**config.mk**
```make
export PLATFORM = sky130hd
export DESIGN_NAME = cordic_seq
export DESIGN_NICKNAME = d
export VERILOG_FILES = /design/src/rtl/cordic_pkg.sv /design/src/rtl/cordic_iter_step.sv /design/src/rtl/cordic_seq.sv
export SDC_FILE = /design/constraint.sdc
export NUM_CORES = 2
export LEC_CHECK = 0
export CAP_MARGIN = 20
export CORE_MARGIN = 4
export CORE_UTILIZATION = 28
export DETAILED_ROUTE_END_ITERATION = 8
export SLEW_MARGIN = 20
export SYNTH_ARGS = -nofsm -noshare
export SYNTH_HDL_FRONTEND = slang
export SYNTH_SLANG_ARGS = --single-unit
```
**constraint.sdc**
```tcl
create_clock -name clk -period 7.2 [get_ports clk]
set_input_delay 1.44 -clock clk [delete_from_list [all_inputs] [get_ports clk]]
set_output_delay 1.44 -clock clk [all_outputs]
set_load 0.05 [all_outputs]
```
**src/rtl/cordic_pkg.sv**
```systemverilog
// Shared constants, state encoding and arctangent table for the sequential CORDIC engine.
package cordic_pkg;

    localparam int unsigned ATAN_W = 32;
    localparam int unsigned ATAN_N = 28;
    localparam int unsigned CNT_W  = 5;

    localparam logic signed [ATAN_W-1:0] K_GAIN = 32'sh09B74EDA;

    localparam logic MODE_ROT = 1'b0;
    localparam logic MODE_VEC = 1'b1;

    typedef enum logic [1:0] {
        IDLE  = 2'd0,
        ITER  = 2'd1,
        SCALE = 2'd2,
        DONE  = 2'd3
    } state_t;

    // atan(2^-i) in Q4.28, rounded to nearest; from i=10 on it equals 2^(28-i) to within half an LSB
    function automatic logic signed [ATAN_W-1:0] atan_lut(input logic [CNT_W-1:0] idx);
        logic signed [ATAN_W-1:0] a;
        a = '0;
        case (idx)
            5'd0:    a = 32'sh0C90FDAA;
            5'd1:    a = 32'sh076B19C1;
            5'd2:    a = 32'sd65760959;
            5'd3:    a = 32'sd33381290;
            5'd4:    a = 32'sd16755422;
            5'd5:    a = 32'sd8385879;
            5'd6:    a = 32'sd4193963;
            5'd7:    a = 32'sd2097109;
            5'd8:    a = 32'sd1048571;
            5'd9:    a = 32'sd524287;
            default: begin
                if (idx <= 5'd27) begin
                    a = ATAN_W'(1) << (5'd28 - idx);
                end
            end
        endcase
        return a;
    endfunction

endpackage

```
**src/rtl/cordic_iter_step.sv**
```systemverilog
// One CORDIC micro-rotation; purely combinational, time-shared across iterations.
module cordic_iter_step
    import cordic_pkg::*;
#(
    parameter int unsigned N = 32
) (
    input  logic signed [N-1:0]     x,
    input  logic signed [N-1:0]     y,
    input  logic signed [N-1:0]     z,
    input  logic        [CNT_W-1:0] i,
    input  logic                    mode,
    input  logic signed [N-1:0]     atan_i,
    output logic signed [N-1:0]     x_nxt_c,
    output logic signed [N-1:0]     y_nxt_c,
    output logic signed [N-1:0]     z_nxt_c
);

    logic                d_pos;
    logic signed [N-1:0] x_sh;
    logic signed [N-1:0] y_sh;

    // d=+1 drives Z toward zero (rotation) or Y toward zero (vectoring)
    always_comb begin
        d_pos = (mode == MODE_VEC) ? y[N-1] : ~z[N-1];
        x_sh  = x >>> i;
        y_sh  = y >>> i;
        if (d_pos) begin
            x_nxt_c = x - y_sh;
            y_nxt_c = y + x_sh;
            z_nxt_c = z - atan_i;
        end else begin
            x_nxt_c = x + y_sh;
            y_nxt_c = y - x_sh;
            z_nxt_c = z + atan_i;
        end
    end

endmodule

```
**src/rtl/cordic_seq.sv**
```systemverilog
// Iterative CORDIC engine: one micro-rotation per clock, then one gain-correction cycle,
// with valid/ready handshakes on both sides and no overlap between operations.
module cordic_seq
    import cordic_pkg::*;
#(
    parameter int unsigned N    = 32,
    parameter int unsigned ITER = 16,
    parameter int unsigned FRAC = 28
) (
    input  logic                clk,
    input  logic                rst_n,
    input  logic                in_valid,
    output logic                in_ready,
    input  logic signed [N-1:0] in_x,
    input  logic signed [N-1:0] in_y,
    input  logic signed [N-1:0] in_z,
    input  logic                in_mode,
    output logic                out_valid,
    input  logic                out_ready,
    output logic signed [N-1:0] out_x,
    output logic signed [N-1:0] out_y,
    output logic signed [N-1:0] out_z
);

    localparam int unsigned         PW   = 2 * N;
    localparam logic signed [N-1:0] K    = N'(K_GAIN);
    localparam logic [CNT_W-1:0]    LAST = CNT_W'(ITER - 1);

    if (ITER < 1 || ITER > ATAN_N) begin : g_iter_range
        $error("cordic_seq: ITER must lie in 1..28");
    end

    state_t              state;
    state_t              state_nxt;
    logic [CNT_W-1:0]    cnt;
    logic signed [N-1:0] x_r;
    logic signed [N-1:0] y_r;
    logic signed [N-1:0] z_r;
    logic                mode_r;
    logic signed [N-1:0] atan_c;
    logic signed [N-1:0] x_nxt_c;
    logic signed [N-1:0] y_nxt_c;
    logic signed [N-1:0] z_nxt_c;
    logic signed [PW-1:0] prod_x_c;
    logic signed [PW-1:0] prod_y_c;

    assign atan_c   = N'(atan_lut(cnt));
    assign prod_x_c = PW'(x_r) * PW'(K);
    assign prod_y_c = PW'(y_r) * PW'(K);

    cordic_iter_step #(
        .N (N)
    ) u_step (
        .x       (x_r),
        .y       (y_r),
        .z       (z_r),
        .i       (cnt),
        .mode    (mode_r),
        .atan_i  (atan_c),
        .x_nxt_c (x_nxt_c),
        .y_nxt_c (y_nxt_c),
        .z_nxt_c (z_nxt_c)
    );

    // State register
    always_ff @(posedge clk) begin
        if (!rst_n) begin
            state <= cordic_pkg::IDLE;
        end else begin
            state <= state_nxt;
        end
    end

    // Next-state logic
    always_comb begin
        state_nxt = state;
        case (state)
            cordic_pkg::IDLE:  if (in_valid && in_ready) state_nxt = cordic_pkg::ITER;
            cordic_pkg::ITER:  if (cnt == LAST)          state_nxt = cordic_pkg::SCALE;
            cordic_pkg::SCALE:                           state_nxt = cordic_pkg::DONE;
            cordic_pkg::DONE:  if (out_ready)            state_nxt = cordic_pkg::IDLE;
            default:                                     state_nxt = cordic_pkg::IDLE;
        endcase
    end

    // Accept only while idle and out of reset
    always_comb begin
        in_ready = 1'b0;
        if (state == cordic_pkg::IDLE && rst_n) begin
            in_ready = 1'b1;
        end
    end

    // Working registers, iteration counter and result registers
    always_ff @(posedge clk) begin
        if (!rst_n) begin
            cnt       <= '0;
            x_r       <= '0;
            y_r       <= '0;
            z_r       <= '0;
            mode_r    <= MODE_ROT;
            out_valid <= 1'b0;
            out_x     <= '0;
            out_y     <= '0;
            out_z     <= '0;
        end else begin
            case (state)
                cordic_pkg::IDLE: begin
                    if (in_valid) begin
                        x_r    <= in_x;
                        y_r    <= in_y;
                        z_r    <= in_z;
                        mode_r <= in_mode;
                        cnt    <= '0;
                    end
                end
                cordic_pkg::ITER: begin
                    x_r <= x_nxt_c;
                    y_r <= y_nxt_c;
                    z_r <= z_nxt_c;
                    cnt <= cnt + CNT_W'(1);
                end
                cordic_pkg::SCALE: begin
                    out_x     <= N'(prod_x_c >>> FRAC);
                    out_y     <= N'(prod_y_c >>> FRAC);
                    out_z     <= z_r;
                    out_valid <= 1'b1;
                end
                cordic_pkg::DONE: begin
                    if (out_ready) begin
                        out_valid <= 1'b0;
                    end
                end
                default: ;
            endcase
        end
    end

endmodule

```
# ---- Word-level counts from Yosys, hierarchy flattened
# Index checks and enable logic that the tools add are counted.
dict set report classes {
  shifts 3
  mul 2
  add_sub_neg 8
  n_lt_le_gt_ge 1
  muxes 21
  bitwise 1
  eq_ne 17
  reduce_logical 10
}
# cell n
set ops {}
lappend ops {{32-bit case mux with 10 select lines} 1}
lappend ops {{32-bit two-way mux} 7}
lappend ops {{32-bit case mux with 2 select lines} 3}
lappend ops {{32-bit by 28-bit multiplier with 59-bit output, second input constant} 2}
lappend ops {{32-bit adder} 3}
lappend ops {{32-bit subtractor} 3}
lappend ops {{32-bit by 5-bit >>> shifter with 32-bit output} 2}
lappend ops {{1-bit by 5-bit << shifter with 32-bit output, first input constant} 1}
lappend ops {{5-bit by 3-bit equality test with 1-bit output, second input constant} 4}
lappend ops {{5-bit by 4-bit equality test with 1-bit output, second input constant} 3}
lappend ops {{5-bit by 2-bit equality test with 1-bit output, second input constant} 2}
lappend ops {{5-bit case mux with 2 select lines} 1}
lappend ops {{2-bit inequality test, second input constant} 4}
lappend ops {{2-bit case mux with 4 select lines} 1}
lappend ops {{2-bit two-way mux} 3}
lappend ops {{2-bit AND reduction} 3}
lappend ops {{5-bit by 1-bit adder with 5-bit output, second input constant} 1}
lappend ops {{5-bit by 1-bit equality test with 1-bit output, second input constant} 1}
lappend ops {{5-bit less-or-equal comparator, second input constant} 1}
lappend ops {{5-bit zero test} 1}
lappend ops {{5-bit two-way mux} 1}
lappend ops {{5-bit subtractor, first input constant} 1}
lappend ops {{2-bit equality test, second input constant} 2}
lappend ops {{2-bit nonzero test} 2}
lappend ops {{7 further kinds} 10}
dict set report word_totals {
  out_inout_bits 98
  in_bits 101
  register_bits 201
  wordCells 73
}

# ---- Depth between registers and ports, before layout
dict set report logic_depth {
  ltp_word 7
  ltp_mapped 33
  depth_no_buf 27
}

# ---- Cells and area by module
# A second synthesis with hierarchy kept.
dict set report unflattened {
  cells_unflattened 6111
  hier_area_um2 54715.0
}
# mod n_inst area_each_um2 cells_per_inst seq_area_each_um2
set modules_own_cells {}
lappend modules_own_cells {cordic_seq 1 43768.2 4693 4023.9}
lappend modules_own_cells {cordic_iter_step 1 10946.7 1418 0.0}

# ---- Worst setup path before layout
# Ideal clock, no wire load.
dict set report synth_path {
  path_kind {register to register}
  from {reg x_r[31]}
  to {reg out_x[30]}
  arrival_time_ns 7.212
  required_ns 7.083
  path_slack_ns -0.129
  stages_incl_launch_ff 25
  cell_sequence {dfxtp_1 > ha_1 > inv_1 > fa_1 > fa_1 > inv_1 > fa_1 > inv_1 > fa_1 > fa_1 > inv_1 > fa_1 > inv_1 > ha_1 > nand4_1 > nor2_1 > a2111oi_0 > o21ai_0 > a31oi_1 > o221ai_1 > a21o_1 > o41a_1 > a21o_1 > a211o_1 > a32o_1}
}
dict set report synth_via {
  elab_chain_len 1
}
# item line
set synth_rtl {}
lappend synth_rtl {{start, declared} cordic_seq.sv:36} ;# logic signed [N-1:0] x_r;
lappend synth_rtl {{start signal, assigned} cordic_seq.sv:110} ;# x_r <= in_x;
lappend synth_rtl {{start signal, assigned} cordic_seq.sv:118} ;# x_r <= x_nxt_c;
lappend synth_rtl {{32-bit by 28-bit multiplier with 59-bit output} cordic_seq.sv:48} ;# assign prod_x_c = PW'(x_r) * PW'(K);
lappend synth_rtl {{end signal, assigned} cordic_seq.sv:124} ;# out_x <= N'(prod_x_c >>> FRAC);
lappend synth_rtl {{end, declared} cordic_seq.sv:20} ;# output logic signed [N-1:0] out_x,
# No other way between the ends.
# A chain may end at the register's enable or synchronous reset.

# ---- Worst setup path in the final report
dict set report layout_path {
  from {reg x_r[16]}
  to {reg out_x[30]}
}
# The elaborated chain is that of the path after synthesis.

==> reports/metrics.sh <==
WORST-PATH-MAX-FANOUT=6
NUMCTSBUFFERS=34
YOSYS.AREA_SHARE.ADDER_PCT=46.7
MAX-SLEW-MARGIN-REL_PCT=18.2
FLOORPLAN.ROWS=160
LAYOUT_AREA_GROWTH_OVER_SYNTHESIS_PCT=19.1
MAPPEDNETLISTNETS=7598
MAX_CAP_VIOLATIONS=0
CLOCK_SINKS=201
DIE_AREA_MM2=0.198
FINAL_CLOCK_PERIOD_UTILIZATION_BY_THE_WORST_PATH_PCT=97.3
DRT_PASS1_ITERATIONS=6
TIMING.CRITICAL_PATH.FROM_TYPE='flip-flop'
LAYOUT.CORE_UTILIZATION_PCT=33.5
CP_SLOWEST_CELL='sky130_fd_sc_hd__fa_1'
TIMING.FINAL.CRIT_PERIOD_NS=7.01
SETUP_TNS_FINAL_NS=0
POST_SYNTH_INST_COUNT=5944
SYNTH_ENABLE_FLOP_CELLS=0
CLOCKBUFFERDEPTH=3
FP.DIEH_UM=445
GRT_OVERFLOW=0
IOS=199
SYNTHFLOPTYPE='sky130_fd_sc_hd__dfxtp_1'
CRITICAL_PATH_REQUIRED_NS=7.68
FINALWIRELENGTH_UM=203000
CTSROOTBUFFERMASTER='sky130_fd_sc_hd__clkbuf_16'
POST_DETAILED_ROUTE_VIA_TO_CELL_RATIO=4.91
GROUTE.LAYER.MET2.USAGE_PCT=33.0
GRT_SETUP_UNREPAIRED='yes'
TIGHTESTPINTRANSITION_NS=1.22
GRT_PASS1_VIAS=46200
PORTBUFFERS=198
FINALHOLDVIOLATIONS=0
TRITONCTS='built'
MAXIMUM_NUMBER_OF_PINS_ON_ONE_NET_BEFORE_GLOBAL_ROUTE_REPAIR=82
DP.FINAL_HPWL_UM=176000
CRITICAL-PATH-TOP-DELAY-FAMILY='adder cells'
TOP_CELL_TYPE_S_SHARE_OF_SYNTHESIZED_AREA_PCT=27.7
FINAL_COUNT_OF_PINS_VIOLATING_MAX_SLEW=0
FIRST_PASS_GRT_WIRE_LENGTH_UM=302000
SYNTHDISTINCTLIBCELLS=93
TIMING.CRITICAL_PATH.TO_TYPE='flip-flop'
CORE_AREA_MM2=0.190
WORST_HOLD_PATH_TYPE='reg2reg'
SHARE_OF_SYNTHESIZED_AREA_SPENT_ON_MULTIPLEXERS_PCT=6.34
FMAX_MHz=143
CP.ARRIVAL_NS=7.49
YOSYS_WARNINGS=0
GRT.TOTAL_USAGE_PCT=20.3
INITIAL_UTILIZATION_PCT=28.2
POST-ROUTE-DRC-COUNT=0
FINALWEIGHTEDCONGESTION=0.987
DRT-WIRELENGTH-PER-CELL_UM=22.4
CTSHOLDBUFFERS=0
LAYOUT-DRIVE-GT1-SHARE_PCT=13.9
DIE_W_UM=445
YS_FF_LATCH=201
POST_SYNTH_AND_OR_NAND_NOR_AREA_FRACTION_PCT=7.86
WORST-SETUP-PATH-TYPE='reg2reg'
WORSTSKEWPAIRLATENCY_NS=0.61
TIMING.CRITICAL_PATH.SLOWEST_CELL_DELAY_NS=0.59
FINAL_NETS=8176
POST_SYNTH_ARST_SHARE_PCT=0
SYNTH-COMPOUND-AREA-SHARE_PCT=13.9
SYNTH_TOP_FAMILY_BY_AREA='adder cells'
CLK_TRANSITION_REPORTED_PATHS_NS=0.06
CRITPATHBUFINV=6
SYN_AVG_CELL_AREA_UM2=9.01
FF2FF_SETUP_SLACK_NS=0.19
GRT_USE_MET1_PCT=27.9
SETUP_VIOLATIONS_FINAL=0
DETAIL-ROUTE-ANTENNA-NETS=0
SYNTH.TOP_CELLS.BY_AREA='sky130_fd_sc_hd__fa_1 (28%), sky130_fd_sc_hd__ha_1 (19%), sky130_fd_sc_hd__inv_1 (9.1%), sky130_fd_sc_hd__dfxtp_1 (7.5%), sky130_fd_sc_hd__xor2_1 (3.5%)'
RUN_STATUS='finished, final reports clean'
SYNTH_AREA_MM2=0.0536
GROUTE.LAYER.MET3.USAGE_PCT=1.96
SHARE_OF_THE_SYNTHESIZED_NETLIST_AREA_TAKEN_BY_XOR_AND_XNOR_GATES_PCT=7.03
DETAIL_ROUTE.ITER0.VIOLATIONS=3001
VIAS=44500
TOP_USAGE_LAYER='met2'
SKEW_NS=0.0425
LEADING_AREA_CONTRIBUTOR_AFTER_SYNTHESIS='sky130_fd_sc_hd__fa_1'
SYNTH-SEQ-AREA-SHARE_PCT=7.51
HTREE_LEVELS=2
FINAL_COMMON_CELL='sky130_fd_sc_hd__inv_1'
MOSTFREQUENTLAYOUTCELLS='sky130_fd_sc_hd__inv_1 (1295), sky130_fd_sc_hd__ha_1 (780), sky130_fd_sc_hd__fa_1 (734)'
GRT_ANTENNA_BEFORE_REPAIR=3
[registers in the layout, summed over array words and instances (netlist names)]
register   count
out_y         32
mode_r         1
y_r           32
out_z         32
out_valid      1
out_x         32
x_r           32
z_r           32
state          2
cnt            5
[through the flow]
| stage | cell area (um2) | cells | setup slack, ns | hold WS (ns) |
|---|---|---|---|---|
| 6_report | 63800 | 9058 | 0.192 | 0.447 |
| 5_1_grt | 63800 | 9058 | -0.0881 | 0.473 |
| 4_1_cts | 63200 | 9052 | 0.00308 | 0.449 |
| 3_5_place_dp | 62100 | 8993 | -0.258 | 0.441 |
| 3_3_place_gp | 62100 | 8993 | -0.277 | 0.435 |
| 2_1_floorplan | 53600 | 5944 | 0.0165 | 0.449 |
[what timing repair did]
action	in CTS	in global routing
pin swaps	0	15
resized for setup	27	143
endpoints found under the setup margin	13	43
endpoints found under the hold margin	0	0
buffers inserted	0	4
[cells in the mapped netlist (all sizes together) (30+ instances only)]
cell type	instances
inv	1299
ha	811
fa	742
a21oi	331
nand2	274
nor2	267
o21ai	236
xor2	217
xnor2	213
dfxtp	201
clkbuf	150
a21o	140
mux2i	131
mux4	84
a211oi	76
nor2b	53
buf	49
nand3	48
nor3	40
a221oi	37
a31oi	35
and3	35
nand2b	35
o21a	33
and2	30
[path summary, 6_finish.rpt]
kind,from,end,depth (start not counted)
setup reg to reg,x_r[16],out_x[30],27
hold reg to reg,out_x[26],out_x[26],2
hold / removal,out_x[26],out_x[26],2
setup / recovery,x_r[16],out_x[30],27
[layout make-up]
cell class,instances,area [um2]
antenna,2,5.00
clock buffer,42,953
clock inverter,17,156
fill,19800,126000
inverter,1300,4890
multi-input combinational,4244,44400
sequential,201,4100
tap,2511,3140
timing repair buffer,741,6180
[worst register-to-register path, cell delays in order, from the launching register on]
cell,delay (ns)
sky130_fd_sc_hd__dfxtp_2,0.37
sky130_fd_sc_hd__ha_1,0.34
sky130_fd_sc_hd__buf_4,0.18
sky130_fd_sc_hd__xor2_2,0.21
sky130_fd_sc_hd__ha_1,0.23
sky130_fd_sc_hd__a21oi_2,0.16
sky130_fd_sc_hd__inv_1,0.07
sky130_fd_sc_hd__ha_1,0.31
sky130_fd_sc_hd__inv_1,0.07
sky130_fd_sc_hd__fa_2,0.57
sky130_fd_sc_hd__inv_1,0.07
sky130_fd_sc_hd__fa_1,0.48
sky130_fd_sc_hd__fa_1,0.59
sky130_fd_sc_hd__fa_1,0.46
sky130_fd_sc_hd__ha_4,0.24
sky130_fd_sc_hd__a211oi_2,0.23
sky130_fd_sc_hd__nand2_1,0.13
sky130_fd_sc_hd__o221ai_2,0.25
sky130_fd_sc_hd__buf_4,0.17
sky130_fd_sc_hd__nor2_4,0.04
sky130_fd_sc_hd__a21oi_2,0.12
sky130_fd_sc_hd__buf_4,0.14
sky130_fd_sc_hd__o221ai_2,0.12
sky130_fd_sc_hd__a21o_1,0.20
sky130_fd_sc_hd__o41a_1,0.42
sky130_fd_sc_hd__a21o_1,0.21
sky130_fd_sc_hd__a211o_1,0.29
sky130_fd_sc_hd__a32o_1,0.22
[per-layer routing]
layer  vias to the layer above  part of all wire [%]
met5                         -                     0
met4                         0                   4.4
met3                       252                   4.6
met2                      1225                    46
met1                     22200                    45
li1                      20800                     -
[logic make-up after synthesis]
group           count (synthesis)
compound gates               1146
flops                         201
xor+xnor                      430
buf+inv                      1499
fa+ha+maj                    1553
mux                           232
simple gates                  883
Power is left out: the tool's default activity adds up to more than one toggle a clock period on the data nets, which glitch-free logic cannot reach.
